--- src/rtl/wb_arb_pkg.sv ---
// Shared types for the two-master Wishbone arbiter in front of sdram16_controller.
package wb_arb_pkg;

    typedef enum logic [1:0] {
        S_IDLE = 2'd0,
        S_GNT0 = 2'd1,
        S_GNT1 = 2'd2
    } arb_state_t;

    localparam logic [1:0] GNT_NONE = 2'b00;
    localparam logic [1:0] GNT_M0   = 2'b01;
    localparam logic [1:0] GNT_M1   = 2'b10;

    function automatic logic [1:0] state_to_grant(input arb_state_t s);
        case (s)
            S_GNT0:  return GNT_M0;
            S_GNT1:  return GNT_M1;
            default: return GNT_NONE;
        endcase
    endfunction

endpackage

--- src/rtl/if_wb.sv ---
// Pipelined Wishbone bundle; dat_i is write data toward the slave, dat_o is read data back.
interface if_wb #(
    parameter int AW = 32,
    parameter int DW = 32
);
    logic            cyc;
    logic            stb;
    logic            we;
    logic [AW-1:0]   adr;
    logic [DW/8-1:0] sel;
    logic [DW-1:0]   dat_i;
    logic [DW-1:0]   dat_o;
    logic            ack;
    logic            stall;

    modport master (
        output cyc, stb, we, adr, sel, dat_i,
        input  dat_o, ack, stall
    );

    modport slave (
        input  cyc, stb, we, adr, sel, dat_i,
        output dat_o, ack, stall
    );
endinterface

--- src/rtl/wb_arb_pick.sv ---
// Combinational winner selection for the arbiter; sel_o=0 picks m0, sel_o=1 picks m1.
// SDRAM_ARB_RR_EN selects round-robin on contention; otherwise m0 has fixed priority.
module wb_arb_pick (
    input  logic req0_i,
    input  logic req1_i,
`ifdef SDRAM_ARB_RR_EN
    input  logic last_i,
`endif
    output logic valid_o,
    output logic sel_o
);

    always_comb begin
        // NOTE: every output gets a default first so no path leaves it unassigned (no latch).
        valid_o = req0_i | req1_i;
        sel_o   = 1'b0;
        if (req0_i && req1_i) begin
`ifdef SDRAM_ARB_RR_EN
            sel_o = ~last_i;
`else
            sel_o = 1'b0;
`endif
        end else if (req1_i) begin
            sel_o = 1'b1;
        end
    end

endmodule

--- src/rtl/sdram_wb_arbiter.sv ---
// Two-master Wishbone arbiter for sdram16_controller; a grant is held for the whole cyc.
// Build option: SDRAM_ARB_RR_EN enables round-robin contention, default is m0 fixed priority.
module sdram_wb_arbiter
    import wb_arb_pkg::*;
#(
    parameter int AW = 32,
    parameter int DW = 32
) (
    input  logic       clk_i,
    input  logic       rst_i,
    if_wb.slave        m0,
    if_wb.slave        m1,
    if_wb.master       out,
    output logic [1:0] grant_o
);

    localparam int SW = DW / 8;

    arb_state_t state_q;
    arb_state_t state_d;
    logic       pick_valid;
    logic       pick_sel;

`ifdef SDRAM_ARB_RR_EN
    logic last_q;
    logic last_d;
`endif

    wb_arb_pick u_pick (
        .req0_i (m0.cyc),
        .req1_i (m1.cyc),
`ifdef SDRAM_ARB_RR_EN
        .last_i (last_q),
`endif
        .valid_o(pick_valid),
        .sel_o  (pick_sel)
    );

    // Grant states only ever return to idle, so the controller always sees a low-cyc gap.
    always_comb begin
        state_d = state_q;
        unique case (state_q)
            S_IDLE: begin
                if (pick_valid) begin
                    state_d = pick_sel ? S_GNT1 : S_GNT0;
                end
            end
            S_GNT0: begin
                if (!m0.cyc) begin
                    state_d = S_IDLE;
                end
            end
            S_GNT1: begin
                if (!m1.cyc) begin
                    state_d = S_IDLE;
                end
            end
            default: state_d = S_IDLE;
        endcase
    end

    always_ff @(posedge clk_i) begin
        // NOTE: state registers use non-blocking assignments so all flops update together.
        if (rst_i) begin
            state_q <= S_IDLE;
        end else begin
            state_q <= state_d;
        end
    end

`ifdef SDRAM_ARB_RR_EN
    // Reset value 1 lets m0 win the first contention.
    always_comb begin
        last_d = last_q;
        if (state_q == S_IDLE && pick_valid) begin
            last_d = pick_sel;
        end
    end

    always_ff @(posedge clk_i) begin
        if (rst_i) begin
            last_q <= 1'b1;
        end else begin
            last_q <= last_d;
        end
    end
`endif

    logic          fwd_cyc;
    logic          fwd_stb;
    logic          fwd_we;
    logic [AW-1:0] fwd_adr;
    logic [SW-1:0] fwd_sel;
    logic [DW-1:0] fwd_dat;
    logic [DW-1:0] ret_dat;

    always_comb begin
        fwd_cyc = 1'b0;
        fwd_stb = 1'b0;
        fwd_we  = 1'b0;
        fwd_adr = '0;
        fwd_sel = '0;
        fwd_dat = '0;
        unique case (state_q)
            S_GNT0: begin
                fwd_cyc = m0.cyc;
                fwd_stb = m0.stb;
                fwd_we  = m0.we;
                fwd_adr = m0.adr;
                fwd_sel = m0.sel;
                fwd_dat = m0.dat_i;
            end
            S_GNT1: begin
                fwd_cyc = m1.cyc;
                fwd_stb = m1.stb;
                fwd_we  = m1.we;
                fwd_adr = m1.adr;
                fwd_sel = m1.sel;
                fwd_dat = m1.dat_i;
            end
            default: ;
        endcase
    end

    assign out.cyc   = fwd_cyc;
    assign out.stb   = fwd_stb;
    assign out.we    = fwd_we;
    assign out.adr   = fwd_adr;
    assign out.sel   = fwd_sel;
    assign out.dat_i = fwd_dat;
    assign ret_dat   = out.dat_o;

    // A master that is not granted sees a stalled, silent bus; stray acks go nowhere.
    always_comb begin
        m0.ack   = 1'b0;
        m0.stall = 1'b1;
        m0.dat_o = '0;
        m1.ack   = 1'b0;
        m1.stall = 1'b1;
        m1.dat_o = '0;
        unique case (state_q)
            S_GNT0: begin
                m0.ack   = out.ack;
                m0.stall = out.stall;
                m0.dat_o = ret_dat;
            end
            S_GNT1: begin
                m1.ack   = out.ack;
                m1.stall = out.stall;
                m1.dat_o = ret_dat;
            end
            default: ;
        endcase
    end

    assign grant_o = state_to_grant(state_q);

endmodule

--- src/flat_wrapper.sv ---
// flat-port wrapper written by rule: the top's interface ports become plain ports
module sdram_wb_arbiter_flat import wb_arb_pkg::*;
#(
    parameter int AW = 32,
    parameter int DW = 32
)
  (clk_i, rst_i, grant_o, m0_cyc, m0_stb, m0_we, m0_adr, m0_sel, m0_dat_i, m0_dat_o, m0_ack, m0_stall, m1_cyc, m1_stb, m1_we, m1_adr, m1_sel, m1_dat_i, m1_dat_o, m1_ack, m1_stall, out_cyc, out_stb, out_we, out_adr, out_sel, out_dat_i, out_dat_o, out_ack, out_stall);
  if_wb #(.AW(AW), .DW(DW)) m0_i ();
  if_wb #(.AW(AW), .DW(DW)) m1_i ();
  if_wb #(.AW(AW), .DW(DW)) out_i ();
  input  logic clk_i;
  input  logic rst_i;
  output logic [1:0] grant_o;
  input wire logic [$bits(m0_i.cyc)-1:0] m0_cyc;
  input wire logic [$bits(m0_i.stb)-1:0] m0_stb;
  input wire logic [$bits(m0_i.we)-1:0] m0_we;
  input wire logic [$bits(m0_i.adr)-1:0] m0_adr;
  input wire logic [$bits(m0_i.sel)-1:0] m0_sel;
  input wire logic [$bits(m0_i.dat_i)-1:0] m0_dat_i;
  output wire logic [$bits(m0_i.dat_o)-1:0] m0_dat_o;
  output wire logic [$bits(m0_i.ack)-1:0] m0_ack;
  output wire logic [$bits(m0_i.stall)-1:0] m0_stall;
  input wire logic [$bits(m1_i.cyc)-1:0] m1_cyc;
  input wire logic [$bits(m1_i.stb)-1:0] m1_stb;
  input wire logic [$bits(m1_i.we)-1:0] m1_we;
  input wire logic [$bits(m1_i.adr)-1:0] m1_adr;
  input wire logic [$bits(m1_i.sel)-1:0] m1_sel;
  input wire logic [$bits(m1_i.dat_i)-1:0] m1_dat_i;
  output wire logic [$bits(m1_i.dat_o)-1:0] m1_dat_o;
  output wire logic [$bits(m1_i.ack)-1:0] m1_ack;
  output wire logic [$bits(m1_i.stall)-1:0] m1_stall;
  output wire logic [$bits(out_i.cyc)-1:0] out_cyc;
  output wire logic [$bits(out_i.stb)-1:0] out_stb;
  output wire logic [$bits(out_i.we)-1:0] out_we;
  output wire logic [$bits(out_i.adr)-1:0] out_adr;
  output wire logic [$bits(out_i.sel)-1:0] out_sel;
  output wire logic [$bits(out_i.dat_i)-1:0] out_dat_i;
  input wire logic [$bits(out_i.dat_o)-1:0] out_dat_o;
  input wire logic [$bits(out_i.ack)-1:0] out_ack;
  input wire logic [$bits(out_i.stall)-1:0] out_stall;
  assign m0_i.cyc = m0_cyc;
  assign m0_i.stb = m0_stb;
  assign m0_i.we = m0_we;
  assign m0_i.adr = m0_adr;
  assign m0_i.sel = m0_sel;
  assign m0_i.dat_i = m0_dat_i;
  assign m0_dat_o = m0_i.dat_o;
  assign m0_ack = m0_i.ack;
  assign m0_stall = m0_i.stall;
  assign m1_i.cyc = m1_cyc;
  assign m1_i.stb = m1_stb;
  assign m1_i.we = m1_we;
  assign m1_i.adr = m1_adr;
  assign m1_i.sel = m1_sel;
  assign m1_i.dat_i = m1_dat_i;
  assign m1_dat_o = m1_i.dat_o;
  assign m1_ack = m1_i.ack;
  assign m1_stall = m1_i.stall;
  assign out_cyc = out_i.cyc;
  assign out_stb = out_i.stb;
  assign out_we = out_i.we;
  assign out_adr = out_i.adr;
  assign out_sel = out_i.sel;
  assign out_dat_i = out_i.dat_i;
  assign out_i.dat_o = out_dat_o;
  assign out_i.ack = out_ack;
  assign out_i.stall = out_stall;
  sdram_wb_arbiter #(.AW(AW), .DW(DW)) u_core (.clk_i(clk_i), .rst_i(rst_i), .m0(m0_i), .m1(m1_i), .out(out_i), .grant_o(grant_o));
endmodule
--- config.mk ---
export PLATFORM = sky130hd
export DESIGN_NAME = sdram_wb_arbiter_flat
export DESIGN_NICKNAME = d
export VERILOG_FILES = /design/src/rtl/wb_arb_pkg.sv /design/src/rtl/if_wb.sv /design/src/rtl/wb_arb_pick.sv /design/src/rtl/sdram_wb_arbiter.sv /design/src/flat_wrapper.sv
export SDC_FILE = /design/constraint.sdc
export NUM_CORES = 1
export LEC_CHECK = 0
export ABC_AREA = 1
export CORE_AREA = 3 3 124 126
export DETAILED_ROUTE_END_ITERATION = 16
export DIE_AREA = 0 0 127 129
export PLACE_DENSITY = 0.64
export RECOVER_POWER = 25
export SYNTH_ARGS = -nofsm -noshare
export SYNTH_HDL_FRONTEND = slang
export SYNTH_HIERARCHICAL = 1
export SYNTH_SLANG_ARGS = --single-unit
--- constraint.sdc ---
create_clock -name clk_i -period 1.96 [get_ports clk_i]
set_input_delay 0.392 -clock clk_i [delete_from_list [all_inputs] [get_ports clk_i]]
set_output_delay 0.392 -clock clk_i [all_outputs]
set_load 0.03 [all_outputs]
# Yosys cells after proc, flatten, opt, wreduce, memory -nomap -nowiden

Index checks and enable logic that the tools add are counted.

Flip-flop bits (word level): 2
Input port bits: 178
Output and inout port bits: 141
Word-level logic and storage cells: 30

Equality and inequality tests: 5
Multiplexer cells: 20
Bitwise gates (word level): 1
Reductions and logical operators: 3

Operator list:

| kind               | number |
|---|---|
| $pmux 32 s2        | 2 |
| $mux 32            | 2 |
| $mux 2             | 4 |
| $pmux 4 s2         | 1 |
| $mux 1             | 6 |
| $pmux 1 s2         | 3 |
| $pmux 2 s3         | 1 |
| $ne 2x2->1 const B | 2 |
| $pmux 2 s2         | 1 |
| $reduce_and 3->1   | 1 |
| $eq 2x1->1 const B | 1 |
| $eq 2x2->1 const B | 1 |
| $logic_not 2->1    | 1 |
| $ne 2x1->1 const B | 1 |
| $logic_and 1x1->1  | 1 |
| $or 1x1->1         | 1 |

# Longest topological paths before layout

Gate-level depths: netlist of the first run.

Depth after elaboration: 5
Mapped depth: 8
Depth with buffers taken out: 8

# Hierarchy

The synthesis of the first run kept the hierarchy.

By module, submodules not included:

| module           | instances | cells an instance | area an instance (um^2) | seq. area each (um^2) |
|---|---|---|---|---|
| sdram_wb_arbiter | 1         | 404               | 1838.0                  | 40.0 |
| wb_arb_pick      | 1         | 4                 | 15.0                    | 0.0 |

# Worst setup path after synthesis of the first run

No wires, ideal clock.

Path kind: register to output
From: reg u_core.state_q[0]
To: out out_adr[0]
Arrival: 1.491 ns
Required time: 1.568 ns
Slack: 0.077 ns
Cell stages (with the launch flop): 6
Buffers on the path: 1
Cell sequence: dfxtp_1 > inv_1 > ha_1 > inv_2 > clkbuf_1 > a21oi_1

Cells in the longest elaborated chain, start to end: 2
Elaborated cells on any way between the ends: 3
Those cells by class: eq/ne (2); mux (1)

RTL lines:

| item                                            | line                    | source |
|---|---|---|
| from (decl)                                     | sdram_wb_arbiter.sv:19  | `arb_state_t state_q;` |
| from (signal assigned)                          | sdram_wb_arbiter.sv:67  | `state_q <= state_d;` |
| $eq 2x2->1 / $eq 2x1->1 (equally long branches) | sdram_wb_arbiter.sv:104 | `unique case (state_q)` |
| $pmux 32 s2 (*)                                 | sdram_wb_arbiter.sv:104 |  |
| to (decl)                                       | flat_wrapper.sv:35      | `output wire logic [$bits(out_i.adr)-1:0] out_adr;` |

Mark *: on every way between the ends. The rest lies on a longest branch, timed or not.

# Worst setup path in the final report of the first run

From: reg u_core.state_q[0]
To: out out_adr[10]

Same word-level chain as after synthesis.

==> results.json, run 1 <==
{
  "tightest_slew_ps": 355,
  "antenna_left": 0,
  "layout_min_cycle_time_ps": 1980,
  "leakage_nw": 2.95,
  "worstPathMaxFanout": 10,
  "cts_tree": "yes",
  "hp-class": "reg2reg",
  "cts_sinks": 2,
  "ys.warnings.count": 6,
  "r2r_slack_ps": 490,
  "top_regs": "u_core/state_q x2",
  "synthCells": 408,
  "n_fill_cell": 1461,
  "reg2reg_to": "u_core/state_q[1]",
  "final_common_cell": "nand2_1",
  "power.density_nw_per_um2": 842,
  "drt-vias-per-instance": 4.08,
  "relSlewSlack_pct": 76.3,
  "rr_worst_depth": 8,
  "period_share_pct": 101,
  "rsz0062_at_grt": "yes",
  "core_area_um2": 14400,
  "tns_ps": -51.3,
  "area_growth_pct": 232,
  "io_pins": 319,
  "hpwl_um": 9020,
  "r2r-start": "u_core/state_q[1]",
  "setup_violations": 5,
  "drive_above_1_share_pct": 37.8,
  "fmax_mhz": 505,
  "grt-ovfl-total": 0,
  "mostFrequentLayoutCells": "187 x nand2_1, 178 x clkdlybuf4s50_1, 93 x buf_4",
  "antenna_found_initial": 0,
  "htreeDepth": 1,
  "start_util_pct": 12.8,
  "hp-start": "u_core/state_q[1]",
  "vdd_drop_max_mv": 0.472,
  "grt_max_degree": 65,
  "cts_buffers": 3,
  "dieWidth_um": 127,
  "hold_viol": 0,
  "die_h_um": 129,
  "via_count": 3765,
  "drtIter0Drc": 96,
  "crit_arrival_ps": 1590,
  "cp.required_ps": 1570,
  "diodes": 0,
  "report.final.slew_viol_count": 0,
  "postSynthAreaPerCell_um2": 4.54,
  "path_clk_slew_ps": 30,
  "die_area_um2": 16400,
  "cts_buffer_depth": 2,
  "grt_pass1_wl_um": 15900,
  "fin_nets": 924,
  "clk_latency_ps": 220,
  "synth.cell_area_um2": 1850,
  "grt_use_total_pct": 11.7,
  "row_count": 44,
  "synth.yosys.seq_area_share_pct": 2.16,
  "routedWlPerCell_um": 14.7,
  "maxCapViolCount": 0,
  "worst_setup_path_end_kind": "output pin",
  "synth_nets": 591,
  "clock_skew_ps": 0.942,
  "criticalPathCategory": "reg2out",
  "synthDistinctLibCells": 17,
  "drcViolationCount": 0,
  "wl_um": 13500,
  "hold_end": "u_core/state_q[1]",
  "largest-register": "u_core/state_q",
  "power_mw": 5.18,
  "cts_root_buffer": "clkbuf_16",
  "first_global_vias": 3325,
  "violations": "setup timing",
  "io_buffers": 318,
  "start_kind": "flip-flop",
  "routabilityCongestion": 0.866,
  "min_path_cells": 3,
  "fin_ws_ps": -20.8,
  "status": "finished with violations",
  "synth_seq_cells": 2,
  "drt_first_pass_iters": 4,
  "largest_register_ff_count": 2
}
kinds of logic (layout without fill, tap and decap cells):
group,Yosys count,in the layout,share of synthesized area (%)
AOI/OAI and AO/OA,71,71,21.2
buffers and inverters,106,437,26.2
and+or+nand+nor,224,224,47.1
DFF,2,2,2.16
adders and majority gates,5,5,3.38
layout make-up:
class | instances | area (um^2) | area share (%)
Multi-Input combinational cell | 300 | 1660 | 27.0
Timing Repair Buffer | 359 | 3850 | 62.7
Sequential cell | 2 | 42.5 | 0.692
Clock buffer | 3 | 75.1 | 1.22
Inverter | 75 | 287 | 4.66
Tap cell | 184 | 230 | 3.75
report_power, final:
group | leakage [nW] | internal (mW) | switching [mW] | total (mW)
Clock | 0.0370 | 0.260 | 0.0526 | 0.313
Sequential | 0.0172 | 0.0545 | 0.0107 | 0.0652
Combinational | 2.90 | 2.17 | 2.63 | 4.80
metrics by stage:
step / worst slack, ps / util, % / hold WS (ps) / area, um^2 / instances
after floorplan: 77.1 / - / 547 / 1850 / 408
after global placement: 173 / 35.0 / 662 / 5050 / 895
after detailed placement: 137 / 35.0 / 661 / 5050 / 895
after CTS: -17.4 / 36.8 / 625 / 5310 / 901
after global routing: -56.8 / 42.6 / 652 / 6140 / 923
final: -20.8 / 42.6 / 614 / 6140 / 923
layer usage:
metal,global-route usage [%],wire [um],vias up
met5,0,0,-
met1,13.6,5190,1650
met2,21.6,6690,231
met4,1.96,160,0
met3,3.32,1480,12
li1,-,-,1872
synth_stat cells (all sizes together):
cell type / count / share of area (%)
a21oi: 71 / 21
clkbuf: 6 / 1.2
nand2: 216 / 45
nand3: 1 / 0.27
and2: 1 / 0.34
inv: 75 / 15
nand4: 1 / 0.34
nor2: 5 / 1.0
dfxtp: 2 / 2.2
ha: 5 / 3.4
buf: 25 / 9.8
critical path: stages (launching register included):
cell	delay (ps)
dfxtp_2	330
inv_2	80
ha_4	280
inv_4	60
buf_12	150
buf_12	150
a21oi_1	120
buf_4	180
repair_timing:
| action | CTS | global route |
|---|---|---|
| gates cloned | 2 | 16 |
| setup buffers | 1 | 6 |
| pin swaps | 1 | 24 |
| setup endpoints to repair | 54 | 69 |
| gates resized for setup | 26 | 117 |
| hold buffers | 0 | 0 |
worst max path at each step:
stage | start | end | slack [ps]
after floorplan | u_core/state_q[0] | out_adr[0] | 80
after global placement | u_core/state_q[0] | out_adr[21] | 170
after detailed placement | u_core/state_q[0] | out_adr[5] | 140
after CTS | u_core/state_q[0] | out_adr[21] | -20
after global routing | u_core/state_q[0] | out_adr[6] | -60
final | u_core/state_q[0] | out_adr[10] | -20
Note: power is estimated with default switching activity, not from simulation.
==> run 2, diff against run 1 <==
Settings changed: CTS_CLUSTER_SIZE set to 14, SKIP_CTS_REPAIR_TIMING set to 1.
==> run 2 against run 1 <==
Against the previous run:
- the run now ends clean
- final cell count unchanged
- clock power hardly changed
- final area decreased by 2.5%
- global-route usage fell by 0.67 points
- core utilization is 1.1 points lower
- critical path depth stayed put
- sequential cell count did not move
- critical path type unchanged
==> results.json, run 2 (synthesized netlist as in run 1, its figures left out) <==
{
  "cp_top_family": "buffers and inverters",
  "cts_buffer_depth": 2,
  "io_pins": 319,
  "top_regs": "u_core/state_q x2",
  "met3_usage_pct": 3.32,
  "start_util_pct": 12.8,
  "fmax_mhz": 513,
  "power_frac_clock_pct": 6.2,
  "first_global_vias": 3257,
  "dpl_cell_area_um2": 5050,
  "final_common_cell": "nand2_1",
  "path_clk_slew_ps": 30,
  "switching_power_mw": 2.60,
  "cp.buffers_inverters": 4,
  "die_area_um2": 16400,
  "routabilityCongestion": 0.866,
  "worst_setup_path_end_kind": "output pin",
  "largest_register_ff_count": 2,
  "p_comb_share_pct": 92.5,
  "power_switching_share_pct": 51.7,
  "row_count": 44,
  "vdd_drop_max_mv": 0.429,
  "core_area_um2": 14400,
  "cts_buffers": 3,
  "drt_first_pass_iters": 4,
  "path_cells": "inv_2 -> ha_4 -> buf_8 -> clkbuf_16 -> nand2_1 -> a21oi_4 -> buf_6",
  "largest-register": "u_core/state_q",
  "grt_max_degree": 65,
  "cts_tree": "yes",
  "hp-class": "reg2reg",
  "crit_arrival_ps": 1560,
  "grt-ovfl-total": 0,
  "layout_min_cycle_time_ps": 1950,
  "clk_latency_ps": 220,
  "cp.required_ps": 1570,
  "hpwl_um": 9020,
  "grt.met1_usage_pct": 12.7,
  "report.final.slew_viol_count": 0,
  "tightest_slew_ps": 352,
  "final_cell_area_um2": 5990,
  "worstPathMaxFanout": 5,
  "antenna_left": 0,
  "pwr-share-seq_pct": 1.3,
  "diodes": 0,
  "grt_use_met2_pct": 20.3,
  "n_fill_cell": 1471,
  "grt_use_total_pct": 11.0,
  "leakage_nw": 2.93,
  "mostFrequentLayoutCells": "200 x nand2_1, 178 x clkdlybuf4s50_1, 101 x buf_4",
  "htreeDepth": 1,
  "slowest_delay_ps": 320,
  "antenna_found_initial": 0,
  "wl_um": 13200,
  "maxCapViolCount": 0,
  "status": "completed",
  "tns_ps": 0,
  "clock_skew_ps": 1.10,
  "setup_violations": 0,
  "cts_root_buffer": "clkbuf_16",
  "drtIter0Drc": 91,
  "criticalPathCategory": "reg2out",
  "slowest_stage": "dfxtp_2",
  "io_buffers": 318,
  "top_usage_layer": "met2",
  "via_count": 3726,
  "whs_ps": 613,
  "start_kind": "flip-flop",
  "rsz0062_at_grt": "yes",
  "area_growth_pct": 223,
  "fin_nets": 924,
  "grt_pass1_wl_um": 15200,
  "relSlewSlack_pct": 76.5,
  "dieWidth_um": 127,
  "period_share_pct": 99.5,
  "routedWlPerCell_um": 14.3,
  "hold_viol": 0,
  "die_h_um": 129,
  "power.density_nw_per_um2": 839,
  "cts_sinks": 2,
  "drt-vias-per-instance": 4.04,
  "drive_above_1_share_pct": 34.6,
  "drcViolationCount": 0,
  "p_int_mw": 2.43
}
-- run 2: worst min-delay path, delay by kind of cell, from the launching register on --
family / cells / cell delay (ps)
DFF: 1 / 320
buffers and inverters: 1 / 80
and+or+nand+nor: 2 / 170
-- run 2: path summary, 6_finish.rpt --
| check | startpoint | cells after the start | to | slack, ps |
|---|---|---|---|---|
| worst min register to register | u_core/state_q[1] | 3 | u_core/state_q[1] | 610 |
| worst max-delay path | u_core/state_q[0] | 7 | out_adr[9] | 10 |
| worst min-delay path | u_core/state_q[1] | 3 | u_core/state_q[1] | 610 |
| worst max register to register | u_core/state_q[1] | 8 | u_core/state_q[1] | 530 |
-- run 2: metal layers --
layer  part of all wire (%)  vias to the layer above
li1                       -                     1869
met1                     39                     1642
met2                     51                      207
met3                    9.1                        8
met4                   0.83                        0
met5                      0                        -
-- run 2: power groups by stage --
stage,Sequential [mW],Clock [mW],Combinational [mW]
3_3_place_gp,0.0569,0,3.55
4_1_cts,0.0565,0.321,3.55
5_1_grt,0.0666,0.325,4.93
6_report,0.0646,0.313,4.65
2_1_floorplan,0.0593,0,2.00
3_5_place_dp,0.0571,0,3.55
-- run 2: area by class of cell --
type / count / area (um^2) / share of cell area (%)
multi-input cells: 300 / 1570 / 26.2
repair buffers: 359 / 3780 / 63.1
inverters: 75 / 289 / 4.83
well taps: 184 / 230 / 3.84
clock buffers: 3 / 75.1 / 1.25
flip-flops and latches: 2 / 42.5 / 0.710
-- run 2: stage by stage --
stage / power [mW] / utilization (%) / cells / setup slack [ps]
3_3_place_gp: 3.61 / 35.0 / 895 / 173
4_1_cts: 3.93 / 35.5 / 898 / -102
3_5_place_dp: 3.60 / 35.0 / 895 / 137
5_1_grt: 5.32 / 41.5 / 923 / -68.9
6_report: 5.02 / 41.5 / 923 / 9.68
2_1_floorplan: 2.06 / - / 408 / 77.1
